**src/rtl/lcd1602_pkg.sv**
```systemverilog
// Shared types, LCD command constants, static text and hex helper for the
// LCD1602 controller. LCD_CURSOR_BLINK_EN selects the cursor/blink init command.
package lcd1602_pkg;

  typedef enum logic [3:0] {
    IDLE,
    INIT_CMD,
    WR_LINE1,
    SET_LINE2,
    WR_LINE2,
    WAIT_DYN,
    SET_DYN_ADDR,
    WR_DYN_HI,
    WR_DYN_LO
  } lcd_state_e;

  localparam int unsigned IDX_W = 6;

  localparam logic [7:0] CMD_FUNC_SET = 8'h38;
`ifdef LCD_CURSOR_BLINK_EN
  localparam logic [7:0] CMD_DISPLAY  = 8'h0F;
`else
  localparam logic [7:0] CMD_DISPLAY  = 8'h0C;
`endif
  localparam logic [7:0] CMD_CLEAR    = 8'h01;
  localparam logic [7:0] CMD_ENTRY    = 8'h06;
  localparam logic [7:0] CMD_LINE2    = 8'hC0;
  localparam logic [7:0] CMD_DYN_ADDR = 8'hCE;

  // Index 0 is the first character of line 1, index 16 the first of line 2.
  localparam logic [0:31][7:0] TEXT_ROM = {"DHT11 READING   ", "VALUE:        --"};

  function automatic logic [7:0] init_cmd(input logic [1:0] i);
    logic [7:0] c;
    case (i)
      2'd0:    c = CMD_FUNC_SET;
      2'd1:    c = CMD_DISPLAY;
      2'd2:    c = CMD_CLEAR;
      default: c = CMD_ENTRY;
    endcase
    return c;
  endfunction

  // 0-9 -> '0'..'9', 10-15 -> 'A'..'F' (0x41 + n - 10 == 0x37 + n).
  function automatic logic [7:0] hex_ascii(input logic [3:0] n);
    return (n < 4'd10) ? (8'h30 + {4'h0, n}) : (8'h37 + {4'h0, n});
  endfunction

endpackage

```
**src/rtl/lcd1602_tick_gen.sv**
```systemverilog
// Free-running 0..COUNT_MAX-1 counter producing a one-clock timing tick.
module lcd1602_tick_gen #(
  parameter int unsigned COUNT_MAX = 800000
) (
  input  logic clk,
  input  logic reset,
  output logic tick
);

  localparam int unsigned CW = (COUNT_MAX > 1) ? $clog2(COUNT_MAX) : 1;

  logic [CW-1:0] count_q, count_d;

  assign tick = (count_q == CW'(COUNT_MAX - 1));

  always_comb begin
    count_d = tick ? '0 : count_q + 1'b1;
  end

  always_ff @(posedge clk) begin
    if (reset) count_q <= '0;
    else       count_q <= count_d;
  end

endmodule

```
**src/rtl/lcd1602_controller.sv**
```systemverilog
// LCD1602 controller: init commands, two static text lines, then refreshes a
// sampled byte as two hex digits. LCD_CURSOR_BLINK_EN (see lcd1602_pkg)
// selects the cursor/blink display-on command.
module lcd1602_controller
  import lcd1602_pkg::*;
#(
  parameter int unsigned NUM_COMMANDS     = 4,
  parameter int unsigned NUM_DATA_ALL     = 32,
  parameter int unsigned NUM_DATA_PERLINE = 16,
  parameter int unsigned NUM_INPUT_DATA   = 1,
  parameter int unsigned COUNT_MAX        = 800000
) (
  input  logic       clk,
  input  logic       reset,
  input  logic       ready_i,
  input  logic [7:0] input_data1,
  output logic       rs,
  output logic       rw,
  output logic       enable,
  output logic       ready2wr,
  output logic [7:0] data
);

  if (NUM_INPUT_DATA != 1) begin : g_bad_input_count
    $error("lcd1602_controller supports NUM_INPUT_DATA == 1 only");
  end

  logic tick;

  lcd1602_tick_gen #(.COUNT_MAX(COUNT_MAX)) u_tick (
    .clk   (clk),
    .reset (reset),
    .tick  (tick)
  );

  lcd_state_e       state_q, state_d;
  logic [IDX_W-1:0] idx_q, idx_d;
  logic             phase_q, phase_d;
  logic [7:0]       sampled_q, sampled_d;
  logic             rs_q, rs_d;
  logic             en_q, en_d;
  logic             r2w_q, r2w_d;
  logic [7:0]       data_q, data_d;

  // Per-state write content, completion condition and successor.
  logic             wr_rs, wr_last;
  logic [7:0]       wr_data;
  lcd_state_e       wr_next;
  logic [IDX_W-1:0] wr_next_idx;

  always_comb begin
    wr_rs       = 1'b0;
    wr_data     = '0;
    wr_last     = 1'b1;
    wr_next     = state_q;
    wr_next_idx = '0;
    case (state_q)
      INIT_CMD: begin
        wr_data = init_cmd(idx_q[1:0]);
        wr_last = (idx_q == IDX_W'(NUM_COMMANDS - 1));
        wr_next = WR_LINE1;
      end
      WR_LINE1: begin
        wr_rs   = 1'b1;
        wr_data = TEXT_ROM[idx_q[4:0]];
        wr_last = (idx_q == IDX_W'(NUM_DATA_PERLINE - 1));
        wr_next = SET_LINE2;
      end
      SET_LINE2: begin
        wr_data     = CMD_LINE2;
        wr_next     = WR_LINE2;
        wr_next_idx = IDX_W'(NUM_DATA_PERLINE);
      end
      WR_LINE2: begin
        wr_rs   = 1'b1;
        wr_data = TEXT_ROM[idx_q[4:0]];
        wr_last = (idx_q == IDX_W'(NUM_DATA_ALL - 1));
        wr_next = WAIT_DYN;
      end
      SET_DYN_ADDR: begin
        wr_data = CMD_DYN_ADDR;
        wr_next = WR_DYN_HI;
      end
      WR_DYN_HI: begin
        wr_rs   = 1'b1;
        wr_data = hex_ascii(sampled_q[7:4]);
        wr_next = WR_DYN_LO;
      end
      WR_DYN_LO: begin
        wr_rs   = 1'b1;
        wr_data = hex_ascii(sampled_q[3:0]);
        wr_next = WAIT_DYN;
      end
      default: ;
    endcase
  end

  // Tick-paced sequencing; each write is an enable-high tick then an enable-low tick.
  always_comb begin
    state_d   = state_q;
    idx_d     = idx_q;
    phase_d   = phase_q;
    sampled_d = sampled_q;
    rs_d      = rs_q;
    en_d      = en_q;
    r2w_d     = r2w_q;
    data_d    = data_q;
    if (tick) begin
      case (state_q)
        IDLE: begin
          state_d = INIT_CMD;
          idx_d   = '0;
          phase_d = 1'b0;
        end
        WAIT_DYN: begin
          r2w_d = 1'b1;
          if (ready_i) begin
            sampled_d = input_data1;
            r2w_d     = 1'b0;
            state_d   = SET_DYN_ADDR;
            phase_d   = 1'b0;
          end
        end
        default: begin
          if (!phase_q) begin
            rs_d    = wr_rs;
            data_d  = wr_data;
            en_d    = 1'b1;
            phase_d = 1'b1;
          end else begin
            en_d    = 1'b0;
            phase_d = 1'b0;
            if (wr_last) begin
              state_d = wr_next;
              idx_d   = wr_next_idx;
              r2w_d   = (wr_next == WAIT_DYN);
            end else begin
              idx_d = idx_q + 1'b1;
            end
          end
        end
      endcase
    end
  end

  always_ff @(posedge clk) begin
    if (reset) begin
      state_q   <= IDLE;
      idx_q     <= '0;
      phase_q   <= 1'b0;
      sampled_q <= '0;
      rs_q      <= 1'b0;
      en_q      <= 1'b0;
      r2w_q     <= 1'b0;
      data_q    <= '0;
    end else begin
      state_q   <= state_d;
      idx_q     <= idx_d;
      phase_q   <= phase_d;
      sampled_q <= sampled_d;
      rs_q      <= rs_d;
      en_q      <= en_d;
      r2w_q     <= r2w_d;
      data_q    <= data_d;
    end
  end

  assign rs       = rs_q;
  assign rw       = 1'b0;
  assign enable   = en_q;
  assign ready2wr = r2w_q;
  assign data     = data_q;

endmodule

```
**config.mk**
```make
export PLATFORM = sky130hd
export DESIGN_NAME = lcd1602_controller
export DESIGN_NICKNAME = d
export VERILOG_FILES = /design/src/rtl/lcd1602_pkg.sv /design/src/rtl/lcd1602_tick_gen.sv /design/src/rtl/lcd1602_controller.sv
export SDC_FILE = /design/constraint.sdc
export NUM_CORES = 1
export LEC_CHECK = 0
export ABC_AREA = 1
export CORE_MARGIN = 10
export CORE_UTILIZATION = 32
export CTS_BUF_LIST = sky130_fd_sc_hd__clkbuf_4 sky130_fd_sc_hd__clkbuf_8
export DETAILED_ROUTE_END_ITERATION = 8
export GPL_ROUTABILITY_DRIVEN = 1
export PLACE_DENSITY_LB_ADDON = 0.15
export SETUP_SLACK_MARGIN = 0.02
export SLEW_MARGIN = 20
export SYNTH_ARGS = -nofsm -noshare
export SYNTH_HDL_FRONTEND = slang
export SYNTH_SLANG_ARGS = --single-unit
```
**constraint.sdc**
```tcl
create_clock -name clk -period 1.6 [get_ports clk]
set_input_delay 0.24 -clock clk [delete_from_list [all_inputs] [get_ports clk]]
set_output_delay 0.24 -clock clk [all_outputs]
set_load 0.01 [all_outputs]
```
## Word-level counts from Yosys, hierarchy flattened

Memory sizes are Yosys's and may differ from the RTL's.
Cells that the tools add are included.

- Input bits: 11
- Memory bits (read-only): 256
- Memories kept: 1
- Flip-flop bits (word level): 50
- Output and inout port bits: 12
- Word-level logic and storage cells: 83

Memory list:

| name | depth | bits a word | read ports | clocked after memory_dff | wr ports | RTL line | RTL |
|---|---|---|---|---|---|---|---|
| (no name shown) | 32 | 8 | 1 | 0 | 0 | lcd1602_controller.sv:76 | `wr_data = TEXT_ROM[idx_q[4:0]];` |

- Bitwise gates (word level): 5
- Equality and inequality tests: 16
- Reduce and logical (&&, ||, !) cells: 19
- Mux-type cells: 24
- Add/subtract/negate cells: 6
- Order comparisons: 3

Operator list:

| cell | count |
|---|---|
| 8-bit case mux with 6 select lines | 1 |
| 6-bit by 4-bit adder with 7-bit output, first input constant | 4 |
| 4-bit case mux with 6 select lines | 1 |
| 20-bit by 1-bit adder with 20-bit output, second input constant | 1 |
| 20-bit == test, second input constant | 1 |
| 4-bit by 3-bit == test with 1-bit output, second input constant | 5 |
| 6-bit case mux with 3 select lines | 1 |
| 8-bit two-way mux | 2 |
| 7-bit two-way mux | 2 |
| 4-bit two-way mux | 3 |
| 6-bit two-way mux | 2 |
| 6-bit case mux with 2 select lines | 1 |
| 3-bit AND reduction | 3 |
| 4-bit by 2-bit == test with 1-bit output, second input constant | 2 |
| 4-bit < comparator, second input constant | 2 |
| 4-bit case mux with 2 select lines | 1 |
| 4-bit AND reduction | 2 |
| 2-bit OR reduction | 4 |
| 6-bit by 1-bit adder with 6-bit output, second input constant | 1 |
| 6-bit by 2-bit == test with 1-bit output, second input constant | 1 |
| 6-bit by 4-bit == test with 1-bit output, second input constant | 1 |
| 6-bit by 5-bit == test with 1-bit output, second input constant | 1 |
| 6-bit greater-or-equal comparator, second input constant | 1 |
| 1-bit two-way mux | 6 |
| 16 further kinds | 24 |

## Longest topological paths before layout

Gate-level depths: netlist (run 1).

- Word-level depth: 7
- Gate-level depth with buffers: 12
- Gate-level depth less buffers: 12

## Cells and area by module

From an unflattened synthesis (run 1), not the netlist that was laid out.

- Cell total of the unflattened synthesis: 505
- Area total of the unflattened synthesis: 3,106.7 µm²

Modules (own cells, without submodules):

| module | area an instance (µm²) | cells an instance | times used | sequential area each (µm²) |
|---|---|---|---|---|
| lcd1602_controller | 2,075.7 | 354 | 1 | 600.6 |
| lcd1602_tick_gen | 1,031.0 | 151 | 1 | 400.4 |

## Least setup slack after synthesis (run 1)

Ideal clock, no wire load.

- Path kind: register -> register
- Start: register u_tick.count_q[0]
- End: register sampled_q[0]
- Slack: -0.030 ns
- Path buffers: 1
- Stages on the path, launching flop included: 10
- Setup time: 0.142 ns
- Data arrival time: 1.488 ns
- Required time: 1.458 ns
- Clock period less this slack: 1.630 ns
- Cell sequence: dfxtp_1 > ha_1 > nand2_1 > nor2_2 > nand3_2 > nor2_8 > nand3_4 > buf_6 > nor2_1 > a211oi_2

- Word-level cells in the longest chain between the ends: 2

Ends and longest elaborated chain:

| item | RTL line | RTL |
|---|---|---|
| from (decl) | lcd1602_tick_gen.sv:12 | `logic [CW-1:0] count_q, count_d;` |
| from (signal assigned) | lcd1602_tick_gen.sv:22 | `else count_q <= count_d;` |
| 20-bit == test | lcd1602_tick_gen.sv:14 | `assign tick = (count_q == CW'(COUNT_MAX - 1));` |
| 3-bit AND reduction (no line) | - |  |
| to (signal assigned) | lcd1602_controller.sv:160 | `sampled_q <= sampled_d;` |
| to (decl) | lcd1602_controller.sv:39 | `logic [7:0] sampled_q, sampled_d;` |

No other way between the ends.
A chain may end at the register's enable or synchronous reset.

## Worst setup path after layout (run 1)

- Start: register u_tick.count_q[1]
- End: register idx_q[2]

- Word-level cells in the longest chain between the ends: 2

Ends and longest elaborated chain:

| item | RTL line | RTL |
|---|---|---|
| 20-bit == test | lcd1602_tick_gen.sv:14 |  |
| 3-bit AND reduction (no line) | - |  |
| to (signal assigned) | lcd1602_controller.sv:158 | `idx_q <= idx_d;` |
| to (decl) | lcd1602_controller.sv:37 | `logic [IDX_W-1:0] idx_q, idx_d;` |

No other way between the ends.

==> impl_metrics.toml, run 1 <==
[clock_network]
cts_root_buffer = "clkbuf_8"
hold_buffers = 0
cts.sinks = 50
insertion_delay_ns = 0.32
htreeDepth = 2
path_clk_slew_ns = 0.09
cts_made_buffers = 5
cts_tree = "built"
clockBufferDepth = 2

[grt]
grt_pass1_wl_um = 14400
grt_max_degree = 21
antenna_found_initial = 0
overflow = 0
track_usage_pct = 12.0
grt_pass1_vias = 3020

[place]
globalplace.congestion = 0.866
io_buffers = 21
dp_hpwl_um = 6430
dp_cells = 668

[run]
max_cap_violations = 0

[power]
switching_share_pct = 22.0
powerDensity_nw_per_um2 = 521
cellLeakagePower_nw = 1.76
vdd_drop_max_mv = 0.323
switchingPower_mw = 0.495
power_frac_seq_pct = 55.7
comb_power_share_pct = 4.2
clockPowerShare_pct = 40.1
internal_power_mw = 1.75

[worst_setup_path]
endpoint_kind = "flip-flop"
critPathBufInv = 1
required_ns = 1.82
critPathKind = "flip-flop to flip-flop"
path_cells = "ha_4 > nand2_4 > nor2_4 > nand3_4 > nor2_8 > buf_12 > nand2_4 > nor2_4 > xor2_1 > nor2_1"
crit_family = "simple AND/OR/NAND/NOR gates"
cp-start-kind = "flip-flop"
slowest_stage = "dfxtp_2"
crit_fanout = 5
cpPeakStageDelay_ns = 0.36
critPathArrivalTime_ns = 1.85

[finish]
nets = 572
mostFrequentLayoutCells = "nand2_1, nor2_1, inv_1, buf_4, dfxtp_1"
drive_above_1_share_pct = 27.5
n_antenna_cell = 0
layout.cells.non_filler = 686
layout_commonest_cell = "nand2_1"
multi_input_area_um2 = 2120
n_fill_cell = 1023
regArea_um2 = 1020
areaGrowthSynthToFinish_pct = 37.3

[timing]
setup_slack_ns = -0.0251
hold_viol = 0
whs_ns = 0.474
rsz0062_at_grt = "yes"
fmax_mhz = 615
fin_crit_ns = 1.63
period_share_pct = 102
setup_viol = 3
drv_slew = 0
skew_ns = 0.0108

[logic_synthesis]
synth-seq-cells = 50
synth_compound_area_share_pct = 14.0
synth-warning-count = 0
ys.flop_type = "dfxtp_1"
ys_seq_area_share_pct = 31.8
synthesis.nets = 496
synth_top_family_by_area = "simple AND/OR/NAND/NOR gates"
ys_types = 35
synth_edf_count = 0
netlist_area_um2 = 3140
muxShareOfSynthArea_pct = 0
synth_fa_ha_area_share_pct = 3.18
yosys.area_share.simple_pct = 37.8
async_flop_share_pct = 0
synth-xor-area-share_pct = 3.90
syn_avg_cell_area_um2 = 6.59
syn-instance-count = 477

[die]
design.core.area_um2 = 9680
die_x_um = 119
die_h_um = 119
start_util_pct = 32.5
num_io_pins = 23
std_cell_rows = 36
die_area_um2 = 14200

[run_status]
failed_checks = "setup timing"
outcome = "finished, violations left"

[drt]
routed.top_layer = "met4"
vias = 3188
drc = 0
wl_met3_um = 177
wl_per_cell_um = 12.5
drt-initial-drc-count = 135
vias_per_cell = 4.65
drt_pass1_iterations = 4
ant_nets = 0
route.met2.wl_um = 3900
drt-met1-wl_um = 4430
routed_wl_um = 8590

[min_path]
min_path_type = "flip-flop to flip-flop"
[power groups by stage]
stage / Sequential, mW / Clock, mW / Combinational (mW)
after CTS: 1.26 / 0.946 / 0.0911
after global placement: 1.28 / 0 / 0.0862
final: 1.25 / 0.902 / 0.0941
after floorplan: 1.28 / 0 / 0.0346
after global routing: 1.25 / 0.982 / 0.103
after detailed placement: 1.28 / 0 / 0.0859
[worst register-to-register path, delay by kind of cell, from the launching register on]
kind | cells | cell delay (ns)
DFF | 1 | 0.36
xor gates and xnor gates | 1 | 0.14
buffers and inverters | 1 | 0.15
adders and majority gates | 1 | 0.16
and+or+nand+nor | 7 | 0.73
[flip-flops by register name, indices dropped and copies added (netlist names)]
name,cells
data,8
ready2wr,1
idx_q,6
enable,1
state_q,4
rs,1
sampled_q,8
u_tick.count_q,20
phase_q,1
[stage by stage]
step | TNS, ns | worst slack, ns | total power, mW | utilization (%) | area (um2)
3_5_place_dp | -1.93 | -0.104 | 1.37 | 39.7 | 3850
6_report | -0.0403 | -0.0251 | 2.25 | 44.6 | 4320
4_1_cts | -0.0629 | -0.0160 | 2.29 | 42.6 | 4120
5_1_grt | -3.37 | -0.162 | 2.34 | 44.6 | 4320
2_1_floorplan | 0 | 0.0366 | 1.32 | - | 3160
3_3_place_gp | -0.617 | -0.0591 | 1.37 | 39.7 | 3850
[final cells by class]
| cell class | instances | share of cell area, % |
|---|---|---|
| Sequential cell | 50 | 23.6 |
| Inverter | 63 | 5.65 |
| Clock inverter | 2 | 0.899 |
| Tap cell | 133 | 3.86 |
| Timing Repair Buffer | 76 | 15.2 |
| Timing Repair inverter | 1 | 0.174 |
| Clock buffer | 5 | 1.59 |
| Multi-Input combinational cell | 356 | 49.0 |
[logic make-up (layout without fill, tap and decap cells)]
logic type	count (synthesis)	in the layout
and+or+nand+nor	258	260
AOI/OAI and AO/OA	73	73
buffers and inverters	73	147
DFF	50	50
xor gates and xnor gates	14	14
adders and majority gates	8	8
other	1	1
[layer usage]
metal	global-route usage, %	vias to the layer above
met5	0	-
met4	3.44	0
met3	1.84	8
met2	19.2	33
met1	16.2	1457
li1	-	1690
[repair_timing]
action                     in CTS  in global routing
hold endpoints to repair        0                  0
setup endpoints to repair      50                 50
pin swaps                       8                 19
buffers inserted                3                  5
gates resized for setup        32                 46
cloned                          2                  1
[worst paths after layout]
| check | to | cells after the start | from | slack, ns |
|---|---|---|---|---|
| max | idx_q[2] | 10 | u_tick.count_q[1] | -0.03 |
| min | data[6] | 2 | data[6] | 0.47 |
| max reg2reg | idx_q[2] | 10 | u_tick.count_q[1] | -0.03 |
| min reg2reg | data[6] | 2 | data[6] | 0.47 |
[synthesized netlist by cell type (all sizes together), types with 6 or more instances]
cell | count | area share, %
xor2 | 11 | 3.1
ha | 8 | 3.2
dfxtp | 50 | 32
inv | 63 | 7.5
o21ai | 27 | 4.3
nand4 | 7 | 1.4
nor2 | 91 | 13
nor3 | 10 | 2.1
nand3 | 36 | 6.6
buf | 6 | 1.2
nand2 | 110 | 14
a211oi | 7 | 2.8
a21oi | 28 | 4.5
Note: power is estimated with default switching activity, not from simulation.
==> run 2: changes to the inputs <==
Clock period 1.6 ns to 1.9 ns, I/O delays scaled along.
==> run 2 against run 1 <==
  * The flow now finishes without violations
  * Sequential power shrank 15%
  * Worst setup slack gained 0.21 ns
  * Final cell count shrank 6.9%
  * Maximum frequency shrank 5.0%
  * Worst hold slack lost 0.025 ns
  * Combinational power shrank 32%
  * Clock skew shrank 0.0034 ns
  * Critical path type unchanged
==> impl_metrics.toml, run 2 (same netlist as run 1, synthesis figures left out) <==
[run_status]
outcome = "finished, final reports clean"

[grt]
grtUsageMet1_pct = 15.7
grt_util_met3_pct = 2.41
busiest_layer = "met2"
track_usage_pct = 11.8
grt_pass1_wl_um = 14000
grt_use_met2_pct = 18.5
grt_max_degree = 21
grt_pass1_vias = 2915
overflow = 0
antenna_found_initial = 0

[drt]
drt_pass1_iterations = 5
vias = 2993
vias_per_cell = 4.68
ant_nets = 0
wl_per_cell_um = 12.7
drc = 0
drt-initial-drc-count = 122
routed_wl_um = 8100

[clock_network]
cts.repair.resized = 0
cts_made_buffers = 5
insertion_delay_ns = 0.31
cts_setup_buffers = 0
htreeDepth = 2
cts_root_buffer = "clkbuf_8"
cts_tree = "built"
clockBufferDepth = 2
path_clk_slew_ns = 0.09
cts.sinks = 50
hold_buffers = 0

[place]
place_area_um2 = 3560
io_buffers = 21
globalplace.congestion = 0.876
place_ws_ns = 0.116
dp_cells = 632
dp_hpwl_um = 6370

[finish]
regMostFlops = "u_tick.count_q"
layout.cells.non_filler = 639
drive_above_1_share_pct = 12.3
nets = 525
n_fill_cell = 1071
mostFrequentLayoutCells = "nand2_1, nor2_1, inv_1, dfxtp_1, nand3_1"
areaGrowthSynthToFinish_pct = 17.7
n_antenna_cell = 0
layout_commonest_cell = "nand2_1"
fin_area_um2 = 3700
largest_reg_flops = 20

[worst_setup_path]
endpoint_kind = "flip-flop"
required_ns = 2.12
cp-start-kind = "flip-flop"
crit_fanout = 4
path_cells = "ha_1 > nand2_1 > nor2_4 > nand2_1 > inv_1 > nand3_4 > nor2_4 > inv_2 > a21oi_1 > nor2_1"
critPathArrivalTime_ns = 1.93
cpPeakStageDelay_ns = 0.36
slowest_stage = "dfxtp_1"
rr_worst_depth = 10
critPathKind = "flip-flop to flip-flop"

[die]
die_x_um = 119
design.core.area_um2 = 9680
die_area_um2 = 14200
num_io_pins = 23
die_h_um = 119
std_cell_rows = 36
start_util_pct = 32.5

[power]
cellLeakagePower_nw = 1.51
vdd_drop_max_mv = 0.331
finalPower_mw = 1.74
powerDensity_nw_per_um2 = 471

[timing]
period_share_pct = 90.0
fin_crit_ns = 1.71
hold_viol = 0
setup_slack_ns = 0.189
fmax_mhz = 584
skew_ns = 0.00743
setup_viol = 0
drv_slew = 0
rsz0062_at_grt = "yes"

[run]
max_cap_violations = 0

[min_path]
holdPathStages = 1
min_path_type = "flip-flop to flip-flop"
[run 2: cell count changes in the layout (fill, tap and decap cells not counted), moves of 6 or more]
cell and delta:
nor2_4 -8, nor2_1 +13, nand2_1 +9, nand2_2 -6
buf_4 -41, dfxtp_1 +7
[run 2: critical path: cells and delay by family (launching register included)]
kind	cells	cell delay (ns)
compound gates	1	0.13
fa+ha+maj	1	0.19
buf+inv	2	0.18
flops	1	0.36
simple gates	6	0.75
[run 2: area by class of cell]
class	count	area [um2]	area share, %
Clock buffer	6	76.3	2.06
Tap cell	133	166	4.50
Inverter	63	236	6.39
Multi-Input combinational cell	354	1910	51.5
Timing Repair Buffer	32	305	8.25
Sequential cell	50	1000	27.1
Clock inverter	1	7.51	0.203
[run 2: path summary, 6_finish.rpt]
path | start | to | slack (ns)
setup / recovery | u_tick.count_q[0] | idx_q[0] | 0.19
hold / removal | u_tick.count_q[0] | u_tick.count_q[0] | 0.45
setup reg to reg | u_tick.count_q[0] | idx_q[0] | 0.19
hold reg to reg | u_tick.count_q[0] | u_tick.count_q[0] | 0.45
[run 2: routing by layer]
| layer | share of wire (%) | up-vias |
|---|---|---|
| li1 | - | 1585 |
| met1 | 50 | 1353 |
| met2 | 44 | 47 |
| met3 | 3.8 | 8 |
| met4 | 1.4 | 0 |
| met5 | 0 | - |
[run 2: through the flow]
| step | util [%] | hold WS (ns) | TNS, ns |
|---|---|---|---|
| 2_1_floorplan | - | 0.418 | 0 |
| 3_3_place_gp | 36.8 | 0.432 | 0 |
| 3_5_place_dp | 36.8 | 0.438 | 0 |
| 4_1_cts | 37.6 | 0.453 | 0 |
| 5_1_grt | 38.2 | 0.505 | -0.00655 |
| 6_report | 38.2 | 0.450 | 0 |
[run 2: power breakdown]
group | switching (mW) | internal (mW) | leakage, nW
combinational | 0.0319 | 0.0325 | 1.06
clock | 0.357 | 0.268 | 0.0407
sequential | 0.00362 | 1.05 | 0.404
total | 0.392 | 1.35 | 1.51
